===== src/rtl/sap1_ram_ctrl_pkg.sv =====
// ---------------------------------------------------------------------------
// sap1_ram_ctrl_pkg
//   Shared definitions for the SAP-1 RAM sequencer: default address/data
//   widths, the run/load mode encoding and the controller state encoding.
//
//   Contents
//     DEF_AW, DEF_DW     default address and data widths (RAM16x8)
//     MODE_LOAD/MODE_RUN values of the 'run' mode-select input
//     state_t            3-bit controller state encoding
//     isRunState()       true for the two CPU-facing states
// ---------------------------------------------------------------------------
package sap1_ram_ctrl_pkg;

    localparam int DEF_AW = 4;
    localparam int DEF_DW = 8;

    localparam logic MODE_LOAD = 1'b0;
    localparam logic MODE_RUN  = 1'b1;

    typedef enum logic [2:0] {
        ST_LOAD_IDLE = 3'd0,
        ST_LOAD_WR   = 3'd1,
        ST_DONE      = 3'd2,
        ST_RUN_IDLE  = 3'd3,
        ST_RUN_RD    = 3'd4
    } state_t;

    // The RUN states are the only ones from which a drop of 'run' sends the
    // controller back to loading, which also restarts the load pointer.
    function automatic logic isRunState(input state_t s);
        return (s == ST_RUN_IDLE) || (s == ST_RUN_RD);
    endfunction

endpackage : sap1_ram_ctrl_pkg


===== src/rtl/sap1_ram_ctrl_ram_load_ctr.sv =====
// ---------------------------------------------------------------------------
// ram_load_ctr
//   Load pointer for the SAP-1 RAM sequencer. Holds the address the next
//   loader byte will be written to and flags the last location.
//
//   Ports
//     clk    in   system clock, rising edge
//     i_clr  in   synchronous clear to address 0 (wins over i_inc)
//     i_inc  in   advance the pointer by one (wraps naturally at 2**AW)
//     o_ptr  out  current pointer value
//     o_tc   out  terminal count: pointer sits on the last RAM address
// ---------------------------------------------------------------------------
module ram_load_ctr #(
    parameter int AW = 4
) (
    input  logic          clk,
    input  logic          i_clr,
    input  logic          i_inc,
    output logic [AW-1:0] o_ptr,
    output logic          o_tc
);

    logic [AW-1:0] r_count;

    // Pointer register. Clear has priority so that a reset or a return to
    // LOAD mode always restarts the image at address 0.
    always_ff @(posedge clk) begin
        if (i_clr) begin
            r_count <= '0;
        end else if (i_inc) begin
            r_count <= r_count + 1'b1;
        end
    end

    assign o_ptr = r_count;
    assign o_tc  = (r_count == {AW{1'b1}});

endmodule : ram_load_ctr


===== src/rtl/sap1_ram_ctrl.sv =====
// ---------------------------------------------------------------------------
// sap1_ram_ctrl
//   Sequencer in front of the SAP-1 RAM16x8 and the only driver of its
//   write/prog/ce/a/d pins. In LOAD mode it streams loader bytes into
//   addresses 0..2**AW-1 (one byte per two cycles); in RUN mode it serves
//   single-byte CPU reads with a req/ack handshake (ack one cycle after req).
//
//   Ports
//     clk        in   system clock
//     clr        in   synchronous active-high reset
//     run        in   mode select (0 = LOAD, 1 = RUN)
//     ld_valid   in   loader byte valid
//     ld_data    in   loader byte
//     ld_ready   out  byte accepted this cycle (decoded, not registered)
//     ld_done    out  every location written since LOAD was entered
//     cpu_req    in   CPU read request (looked at only in RUN_IDLE)
//     cpu_addr   in   CPU read address (captured with the request)
//     cpu_ack    out  one-cycle pulse, cpu_data valid
//     cpu_data   out  read data, held until the next ack
//     ram_out    in   RAM read data
//     ram_write  out  RAM write strobe
//     ram_prog   out  RAM program-mode select
//     ram_ce     out  RAM read enable
//     ram_a      out  RAM address
//     ram_d      out  RAM write data
// ---------------------------------------------------------------------------
module sap1_ram_ctrl
    import sap1_ram_ctrl_pkg::*;
#(
    parameter int AW = DEF_AW,
    parameter int DW = DEF_DW
) (
    input  logic          clk,
    input  logic          clr,
    input  logic          run,
    input  logic          ld_valid,
    input  logic [DW-1:0] ld_data,
    output logic          ld_ready,
    output logic          ld_done,
    input  logic          cpu_req,
    input  logic [AW-1:0] cpu_addr,
    output logic          cpu_ack,
    output logic [DW-1:0] cpu_data,
    input  logic [DW-1:0] ram_out,
    output logic          ram_write,
    output logic          ram_prog,
    output logic          ram_ce,
    output logic [AW-1:0] ram_a,
    output logic [DW-1:0] ram_d
);

    state_t        r_state;
    logic          r_ldDone;
    logic          r_cpuAck;
    logic [DW-1:0] r_cpuData;
    logic          r_ramWrite;
    logic          r_ramProg;
    logic          r_ramCe;
    logic [AW-1:0] r_ramA;
    logic [DW-1:0] r_ramD;

    logic [AW-1:0] w_ptr;
    logic          w_ptrTc;
    logic          w_ptrClr;
    logic          w_ptrInc;
    logic          w_ldReady;
    logic          w_accept;

    // Handshake and pointer control decoded from the current state.
    // ld_ready is masked by clr so it stays low for the whole reset and
    // first rises on the cycle after clr is released. The pointer advances
    // once per completed write and restarts on reset or whenever a RUN
    // state hands control back to loading.
    always_comb begin
        w_ldReady = (r_state == ST_LOAD_IDLE) && (run == MODE_LOAD) && !clr;
        w_accept  = w_ldReady && ld_valid;
        w_ptrInc  = (r_state == ST_LOAD_WR) && !clr;
        w_ptrClr  = clr || (isRunState(r_state) && (run == MODE_LOAD));
    end

    ram_load_ctr #(
        .AW (AW)
    ) u_loadCtr (
        .clk   (clk),
        .i_clr (w_ptrClr),
        .i_inc (w_ptrInc),
        .o_ptr (w_ptr),
        .o_tc  (w_ptrTc)
    );

    // Controller FSM with all RAM and CPU outputs registered here.
    // The write pulse is issued on entry to LOAD_WR and removed on its exit,
    // so it lasts exactly one cycle; prog is pulsed alongside it, which keeps
    // prog low in every RUN state and lets the RAM drive ram_out during reads.
    // A read is launched from RUN_IDLE (address captured, ce raised) and
    // completed from RUN_RD, where ram_out is captured and ack pulses. A read
    // in flight is always finished even if run drops, and only then does the
    // controller return to LOAD_IDLE with ld_done cleared.
    always_ff @(posedge clk) begin
        if (clr) begin
            r_state    <= ST_LOAD_IDLE;
            r_ldDone   <= 1'b0;
            r_cpuAck   <= 1'b0;
            r_cpuData  <= '0;
            r_ramWrite <= 1'b0;
            r_ramProg  <= 1'b0;
            r_ramCe    <= 1'b0;
            r_ramA     <= '0;
            r_ramD     <= '0;
        end else begin
            r_cpuAck <= 1'b0;
            case (r_state)
                ST_LOAD_IDLE: begin
                    if (run == MODE_RUN) begin
                        r_state <= ST_RUN_IDLE;
                    end else if (w_accept) begin
                        r_ramD     <= ld_data;
                        r_ramA     <= w_ptr;
                        r_ramProg  <= 1'b1;
                        r_ramWrite <= 1'b1;
                        r_state    <= ST_LOAD_WR;
                    end
                end

                ST_LOAD_WR: begin
                    r_ramWrite <= 1'b0;
                    r_ramProg  <= 1'b0;
                    if (w_ptrTc) begin
                        r_ldDone <= 1'b1;
                        r_state  <= ST_DONE;
                    end else if (run == MODE_RUN) begin
                        r_state <= ST_RUN_IDLE;
                    end else begin
                        r_state <= ST_LOAD_IDLE;
                    end
                end

                ST_DONE: begin
                    if (run == MODE_RUN) begin
                        r_state <= ST_RUN_IDLE;
                    end
                end

                ST_RUN_IDLE: begin
                    r_ramWrite <= 1'b0;
                    r_ramProg  <= 1'b0;
                    if (run == MODE_LOAD) begin
                        r_ldDone <= 1'b0;
                        r_state  <= ST_LOAD_IDLE;
                    end else if (cpu_req) begin
                        r_ramA  <= cpu_addr;
                        r_ramCe <= 1'b1;
                        r_state <= ST_RUN_RD;
                    end
                end

                ST_RUN_RD: begin
                    r_cpuData <= ram_out;
                    r_cpuAck  <= 1'b1;
                    r_ramCe   <= 1'b0;
                    if (run == MODE_LOAD) begin
                        r_ldDone <= 1'b0;
                        r_state  <= ST_LOAD_IDLE;
                    end else begin
                        r_state <= ST_RUN_IDLE;
                    end
                end

                default: begin
                    r_state    <= ST_LOAD_IDLE;
                    r_ramWrite <= 1'b0;
                    r_ramProg  <= 1'b0;
                    r_ramCe    <= 1'b0;
                end
            endcase
        end
    end

    assign ld_ready  = w_ldReady;
    assign ld_done   = r_ldDone;
    assign cpu_ack   = r_cpuAck;
    assign cpu_data  = r_cpuData;
    assign ram_write = r_ramWrite;
    assign ram_prog  = r_ramProg;
    assign ram_ce    = r_ramCe;
    assign ram_a     = r_ramA;
    assign ram_d     = r_ramD;

endmodule : sap1_ram_ctrl


===== config.mk =====
export PLATFORM = sky130hd
export DESIGN_NAME = sap1_ram_ctrl
export DESIGN_NICKNAME = d
export VERILOG_FILES = /design/src/rtl/sap1_ram_ctrl_pkg.sv /design/src/rtl/sap1_ram_ctrl_ram_load_ctr.sv /design/src/rtl/sap1_ram_ctrl.sv
export SDC_FILE = /design/constraint.sdc
export NUM_CORES = 1
export LEC_CHECK = 0
export ABC_AREA = 0
export BUFFER_PORTS_ARGS = -buffer_cell sky130_fd_sc_hd__buf_4
export CAP_MARGIN = 10
export CORE_ASPECT_RATIO = 2
export CORE_MARGIN = 1.5
export CORE_UTILIZATION = 37
export CTS_CLUSTER_SIZE = 40
export DETAILED_ROUTE_END_ITERATION = 6
export GPL_ROUTABILITY_DRIVEN = 0
export GPL_TIMING_DRIVEN = 0
export HOLD_SLACK_MARGIN = 0.12
export PLACE_DENSITY_LB_ADDON = 0.25
export SYNTH_ARGS = -nofsm -noshare
export SYNTH_HDL_FRONTEND = slang
export SYNTH_SLANG_ARGS = --single-unit

===== constraint.sdc =====
create_clock -name clk -period 2 [get_ports clk]
set_input_delay 0.5 -clock clk [delete_from_list [all_inputs] [get_ports clk]]
set_output_delay 0.5 -clock clk [all_outputs]
set_load 0.05 [all_outputs]

## Word-level counts from Yosys, hierarchy flattened

Index checks and enable logic that the tools add are counted.

- Muxes and demuxes: 23
- Reduce and logical (&&, ||, !) cells: 20
- Equality and inequality tests: 14
- $add $sub $neg: 1
- Bitwise gates (word level): 3

Operator list:

| kind | number |
|---|---|
| $mux W4 | 4 |
| $mux W3 | 5 |
| $pmux W3 S5 | 1 |
| $reduce_and A3 Y1 | 5 |
| $ne A2 B2 Y1 const B | 6 |
| $pmux W4 S2 | 1 |
| $mux W1 | 7 |
| $eq A3 B2 Y1 const B | 2 |
| $ne A3 B3 Y1 const B | 2 |
| $pmux W1 S2 | 3 |
| $logic_and A1 B1 Y1 | 5 |
| $reduce_and A5 Y1 | 1 |
| $add A4 B1 Y4 const B | 1 |
| $eq A4 B4 Y1 const B | 1 |
| $mux W2 | 2 |
| $reduce_bool A2 Y1 | 2 |
| $reduce_or A2 Y1 | 2 |
| $eq A3 B1 Y1 const B | 1 |
| $eq A3 B3 Y1 const B | 1 |
| $logic_not A3 Y1 | 1 |
| $not A1 Y1 | 3 |
| $reduce_or A3 Y1 | 1 |
| $logic_or A1 B1 Y1 | 2 |
| $ne A2 B1 Y1 const B | 1 |
| $logic_not A1 Y1 | 1 |

- Output and inout port bits: 26
- Flip-flop bits (word level): 31
- Bits of input ports: 25
- Word-level logic and storage cells: 70

## Depth between registers and ports, before layout

Gate-level depths: netlist of the first run.

- Word-level depth: 7
- Gate-level depth with buffers: 6
- Gate-level depth less buffers: 5

## Cells and area by module

From an unflattened synthesis of the first run, not the netlist that was laid out.

- Cell total of the unflattened synthesis: 144
- Area, all modules: 1,323.8 sq um

Modules (own cells, without submodules):

| module | sequential area each (sq um) | instances | cells an instance | area each (sq um) |
|---|---|---|---|---|
| sap1_ram_ctrl | 540.5 | 1 | 127 | 1,138.6 |
| ram_load_ctr | 80.1 | 1 | 17 | 185.2 |

## Worst setup path before layout of the first run

OpenSTA, ideal clock, no wires.

- Path type: in2out
- From: in run
- To: out ld_ready
- Required time: 1,500 ps
- Cell stages on the path: 3
- Arrival: 1,282 ps
- Slack: 218 ps
- Buffers on the path: 1
- Cell sequence: buf_4 -> nor3_4 -> and2_1

- Word-level cells in the longest chain between the ends: 3

Ends and longest elaborated chain:

| element | RTL line | RTL |
|---|---|---|
| start, declared | sap1_ram_ctrl.sv:35 | `input logic run,` |
| $not A1 Y1 | -- |  |
| $logic_and A1 B1 Y1 (2 in a row) | sap1_ram_ctrl.sv:75 | `w_ldReady = (r_state == ST_LOAD_IDLE) && (run == MODE_LOAD) && !clr;` |
| end, declared | sap1_ram_ctrl.sv:38 | `output logic ld_ready,` |

No other way between the ends.

## Worst setup path after layout of the first run

- From: reg r_state[0]
- To: out ld_ready

- Word-level cells in the longest chain between the ends: 3

Ends and longest elaborated chain:

| element | RTL line | RTL |
|---|---|---|
| start, declared | sap1_ram_ctrl.sv:52 | `state_t r_state;` |
| start signal, assigned | sap1_ram_ctrl.sv:101 | `r_state <= ST_LOAD_IDLE;` |
| start signal, assigned | sap1_ram_ctrl.sv:115 | `r_state <= ST_RUN_IDLE;` |
| start signal, assigned | sap1_ram_ctrl.sv:121 | `r_state <= ST_LOAD_WR;` |
| $logic_not A3 Y1 | sap1_ram_ctrl.sv:75 |  |
| $logic_and A1 B1 Y1 (2 in a row) | sap1_ram_ctrl.sv:75 |  |

No other way between the ends.

==> results of run 1 <==
final cells by class:
type / count / area, um2 / share of cell area [%]
clock inverters: 3 / 15.0 / 0.795
clock buffers: 5 / 68.8 / 3.64
flip-flops and latches: 31 / 621 / 32.9
plain buffers: 12 / 81.3 / 4.31
repair buffers: 49 / 368 / 19.5
inverters: 1 / 3.75 / 0.199
well taps: 49 / 61.3 / 3.25
multi-input cells: 113 / 669 / 35.5
routing by layer:
layer	vias to the layer above	track usage [%]	part of all wire [%]	wire, um
met2	46	32.6	58	1830
met4	0	8.57	2.4	76
met5	-	0	0	0
met1	547	15.9	35	1110
li1	640	-	-	-
met3	6	4.44	4.6	146
path summary, 6_finish.rpt:
kind / to / slack (ns) / startpoint / cells after the start
hold / removal: ram_d[6] / 0.40 / ld_data[6] / 3
hold reg to reg: cpu_data[1] / 0.45 / cpu_data[1] / 2
setup reg to reg: r_state[0] / 0.39 / u_loadCtr.o_ptr[0] / 5
setup / recovery: ld_ready / 0.14 / r_state[0] / 4
critical path, delay by kind of cell, from the launching register on:
| family | cells | cell delay, ns |
|---|---|---|
| AND/OR/NAND/NOR | 2 | 0.42 |
| buffers and inverters | 2 | 0.36 |
| flip-flops | 1 | 0.30 |
registers in the layout, indices dropped and copies added (netlist names):
name / count
ram_a: 4
r_state: 3
cpu_data: 8
cpu_ack: 1
ram_d: 8
ld_done: 1
ram_ce: 1
ram_prog: 1
u_loadCtr.o_ptr: 4
power by group:
part | switching (uW) | internal (uW)
sequential | 17.1 | 642
clock | 227 | 237
combinational | 158 | 117
total | 402 | 997
kinds of logic (layout without fill, tap and decap cells):
logic type               Yosys count  after routing  synth area share (%)
AO/OA/AOI/OAI                     23             23                  11.0
adder cells (fa/ha/maj)            1              1                 0.910
XOR/XNOR                           3              3                  1.91
flip-flops                        31             31                  45.1
buffers and inverters             13             70                  6.19
multiplexers                       5              5                  4.00
AND/OR/NAND/NOR                   81             81                  30.8
through the flow:
step | util, % | instance area (um2) | worst slack [ns] | power [uW]
after floorplan | - | 1380 | 0.218 | 858
after detailed placement | 50.6 | 1800 | 0.185 | 951
final | 52.9 | 1890 | 0.140 | 1400
after global routing | 52.9 | 1890 | 0.0812 | 1470
after global placement | 50.6 | 1800 | 0.213 | 949
after CTS | 52.9 | 1890 | 0.125 | 1420
layout by cell type (no fill, tap or decap), types with 2 or more instances in the layout:
cell / netlist / layout
mux2_2: 4 / 4
nand2_1: 33 / 33
clkbuf_8: 0 / 5
o21ai_0: 2 / 2
xor2_1: 2 / 2
clkbuf_1: 3 / 3
a21oi_1: 14 / 14
buf_6: 3 / 3
nor3_1: 9 / 9
dfxtp_1: 31 / 31
buf_4: 3 / 52
buf_2: 2 / 2
clkinv_2: 0 / 3
and2_1: 2 / 2
nand3_1: 2 / 2
nand3b_1: 9 / 9
nand2b_1: 3 / 3
nor2_1: 13 / 13
==> impl_metrics.toml, run 1 <==
[status]
outcome = "finished, final reports clean"

[logic_synthesis]
syn-instance-count = 157
synth_edf_count = 0
yosys-top-cells-area = "dfxtp_1 45%, nand2_1 9.0%, a21oi_1 5.1%"
seq_area_frac_synth_pct = 45.1
synth_fp_nets = 183
synthFlopType = "dfxtp_1"
synth_seq_cells = 31
synth_top_area_share_pct = 45.1
synthTopCellsByCount = "33 x nand2_1, 31 x dfxtp_1, 14 x a21oi_1, 13 x nor2_1"
yosys.area.top_type = "dfxtp_1"
synthesis.area_um2 = 1380
ys_types = 38
yosysMostFrequentCell = "nand2_1"
async_reset_ff_share_pct = 0
synth.avg_cell_area_um2 = 8.76
yosysWarningCount = 0

[clock_network]
clock-sinks = 31
cts_buffers = 5
cts_hold_buf = 0
cts_htree_levels = 2
cts_tree = "done"
cts_buffer_depth = 2
clockRootBuffer = "clkbuf_8"
clk_pin_slew_worst_paths_ns = 0.07
post_cts_buffers = 0
cts.repair.resized = 0
clock_latency_ns = 0.28

[setup_path]
arrival_ns = 1.36
path_class = "register to output pin"
cp_max_fo = 10
startpoint_type = "register"
cpMostUsedCell = "buf_4"
critPathRequiredTime_ns = 1.50
cp_slowest_cell = "dfxtp_1"
path_cells = "buf_4 > nor3_4 > and2_1 > buf_4"
cp-end-kind = "output pin"
slowest_delay_ns = 0.30

[run]
cap_violations = 0

[die]
dieArea_um2 = 4110
core_area_um2 = 3570
die_x_um = 46.1
initial_core_util_pct = 38.5
io_pins = 51
rows = 31
dieHeight_um = 89.2

[timing]
period_minus_slack_ns = 1.86
slew_headroom_pct = 65.1
setup_viol = 0
max_freq_mhz = 538
min_period_over_period_pct = 93.0
clock_skew_ns = 0.00569
rsz0062_at_grt = "no"
tightest_slew_ns = 0.524
drv_slew = 0
hold_viol = 0
hold_ws_ns = 0.396
finalSetupTns_ns = 0

[final_layout]
fin_cells = 263
antenna_cells = 0
fillers = 382
drive_gt1_share_pct = 35.0
syn_to_final_growth_pct = 37.3
finalNetCount = 239

[grt]
grt_use_total_pct = 17.3
grt_pass1_wl_mm = 5.11
antenna_found_initial = 0
grt_pass1_vias = 1191
grt_max_degree = 11
overflow = 0

[drt]
drc_errors = 0
vias_per_cell = 4.71
dr.pass1.iters = 4
wl_per_cell_um = 12.0
postRouteAntennaNets = 0
routed_wl_mm = 3.16
drtIter0Drc = 15
vias = 1239

[placed_design]
port_buffers = 49
dpl.hpwl_mm = 2.51
dp.cells = 255

[worst_hold_path]
hold_class = "input port to register"

[power_and_ir_drop]
cellPowerDensity_nw_per_um2 = 741
irDropWorstVdd_v = 0.000506
leakagePower_uw = 0.000847
No activity file was read; power rests on OpenSTA's default activity.
==> run 2: changes to the inputs <==
--- a/config.mk
+++ b/config.mk
@@ -17,6 +17,7 @@
 export GPL_TIMING_DRIVEN = 0
 export HOLD_SLACK_MARGIN = 0.12
 export PLACE_DENSITY_LB_ADDON = 0.25
+export RECOVER_POWER = 50
 export SYNTH_ARGS = -nofsm -noshare
 export SYNTH_HDL_FRONTEND = slang
 export SYNTH_SLANG_ARGS = --single-unit
==> run 2 against run 1 <==
  * Via count shrank 0.65%
  * Critical path depth is the same
  * Flip-flop and latch count is the same
  * Sequential share of layout area grew 1.8 points
  * Routed wire length grew 0.13%
  * Clock skew is essentially flat
  * First-iteration DRC count shrank 20%
  * Critical path type unchanged
  * Largest power group unchanged
==> impl_metrics.toml, run 2 (same netlist as run 1, synthesis figures left out) <==
[timing]
tightest_slew_ns = 0.614
rsz0062_at_grt = "no"
min_period_over_period_pct = 93.0
finalSetupTns_ns = 0
setup_viol = 0
period_minus_slack_ns = 1.86
slew_headroom_pct = 59.2
hold_viol = 0
clock_skew_ns = 0.00534
max_freq_mhz = 538
drv_slew = 0

[worst_hold_path]
hold_class = "input port to register"
hold_depth = 3

[clock_network]
cts_hold_buf = 0
post_cts_buffers = 0
clock_latency_ns = 0.28
cts.repair.resized = 0
cts_buffer_depth = 2
clockRootBuffer = "clkbuf_8"
cts_htree_levels = 2
clk_pin_slew_worst_paths_ns = 0.06
cts_tree = "done"
clock-sinks = 31
cts_buffers = 5

[setup_path]
cp_max_fo = 10
arrival_ns = 1.36
path_cells = "buf_4 > nor3_4 > and2_1 > buf_4"
cp_slowest_cell = "dfxtp_1"
startpoint_type = "register"
reg2reg_depth = 5
path_class = "register to output pin"
cpMostUsedCell = "buf_4"
cp-end-kind = "output pin"
slowest_delay_ns = 0.30
critPathRequiredTime_ns = 1.50

[die]
io_pins = 51
core_area_um2 = 3570
die_x_um = 46.1
dieHeight_um = 89.2
rows = 31
initial_core_util_pct = 38.5
dieArea_um2 = 4110

[drt]
dr.pass1.iters = 4
wl_per_cell_um = 12.0
vias = 1231
vias_per_cell = 4.68
drtIter0Drc = 12
postRouteAntennaNets = 0
drc_errors = 0
routed_wl_mm = 3.17

[grt]
grt_pass1_wl_mm = 5.11
overflow = 0
grt_pass1_vias = 1191
grt_max_degree = 11
antenna_found_initial = 0
grt_use_total_pct = 17.3

[status]
outcome = "finished, final reports clean"

[placed_design]
dpl.hpwl_mm = 2.51
port_buffers = 49
dp.cells = 255

[power_and_ir_drop]
power_frac_seq_pct = 47.7
p_total_uw = 1380
pwr-share-clk_pct = 33.5
leakagePower_uw = 0.000738
cellPowerDensity_nw_per_um2 = 772
p_int_uw = 982
irDropWorstVdd_v = 0.000500
swShare_pct = 29.0
p_comb_share_pct = 18.8
power_switching_uw = 400

[final_layout]
multi_input_area_um2 = 669
drive_gt1_share_pct = 22.9
fin_cells = 263
mostFrequentLayoutCell = "nand2_1"
seq_area_um2 = 621
fillers = 407
final_cell_mix = "33 x nand2_1, 31 x dfxtp_1, 30 x clkbuf_1"
antenna_cells = 0
finalNetCount = 239
syn_to_final_growth_pct = 30.2

[run]
cap_violations = 0
==> run 2: cell count changes in the layout (fill, tap and decap cells not counted), sizes merged <==
cell / before / now
clkbuf: 8 / 35
buf: 58 / 31
==> run 2: worst max-delay path, delay by kind of cell, from the launching register on <==
kind / cells / cell delay [ns]
simple gates: 2 / 0.42
flops: 1 / 0.30
buf+inv: 2 / 0.36
==> run 2: final cells by class <==
class	count	share of cell area, %
Sequential cell	31	34.7
Multi-Input combinational cell	113	37.4
Inverter	1	0.210
Timing Repair Buffer	49	15.1
Tap cell	49	3.42
Clock inverter	3	0.839
Clock buffer	5	3.84
Buffer	12	4.54
==> run 2: final timing paths <==
check | slack [ns] | to | startpoint
worst max-delay path | 0.14 | ld_ready | r_state[0]
worst min-delay path | 0.40 | ram_d[6] | ld_data[6]
worst max register to register | 0.39 | r_state[0] | u_loadCtr.o_ptr[0]
worst min register to register | 0.45 | cpu_data[1] | cpu_data[1]
==> run 2: through the flow <==
step                util [%]  setup slack [ns]  area, um2  hold WS [ns]
floorplan                  -             0.218       1380         0.488
global placement        50.6             0.213       1800         0.443
detailed placement      50.6             0.185       1800         0.447
CTS                     52.9             0.125       1890         0.393
global route            50.2            0.0812       1790         0.390
finish                  50.2             0.141       1790         0.396
==> run 2: routing by layer <==
layer	GRT usage, %	routed length, um	up-vias
li1	-	-	640
met1	15.9	1120	539
met2	32.6	1820	46
met3	4.44	144	6
met4	8.57	76	0
met5	0	0	-
==> run 2: power groups by stage <==
| stage | Sequential [uW] | Combinational [uW] | Clock (uW) |
|---|---|---|---|
| 6_report | 659 | 260 | 463 |
| 4_1_cts | 659 | 279 | 483 |
| 3_5_place_dp | 673 | 278 | 0 |
| 5_1_grt | 661 | 281 | 514 |
| 3_3_place_gp | 673 | 277 | 0 |
| 2_1_floorplan | 726 | 132 | 0 |
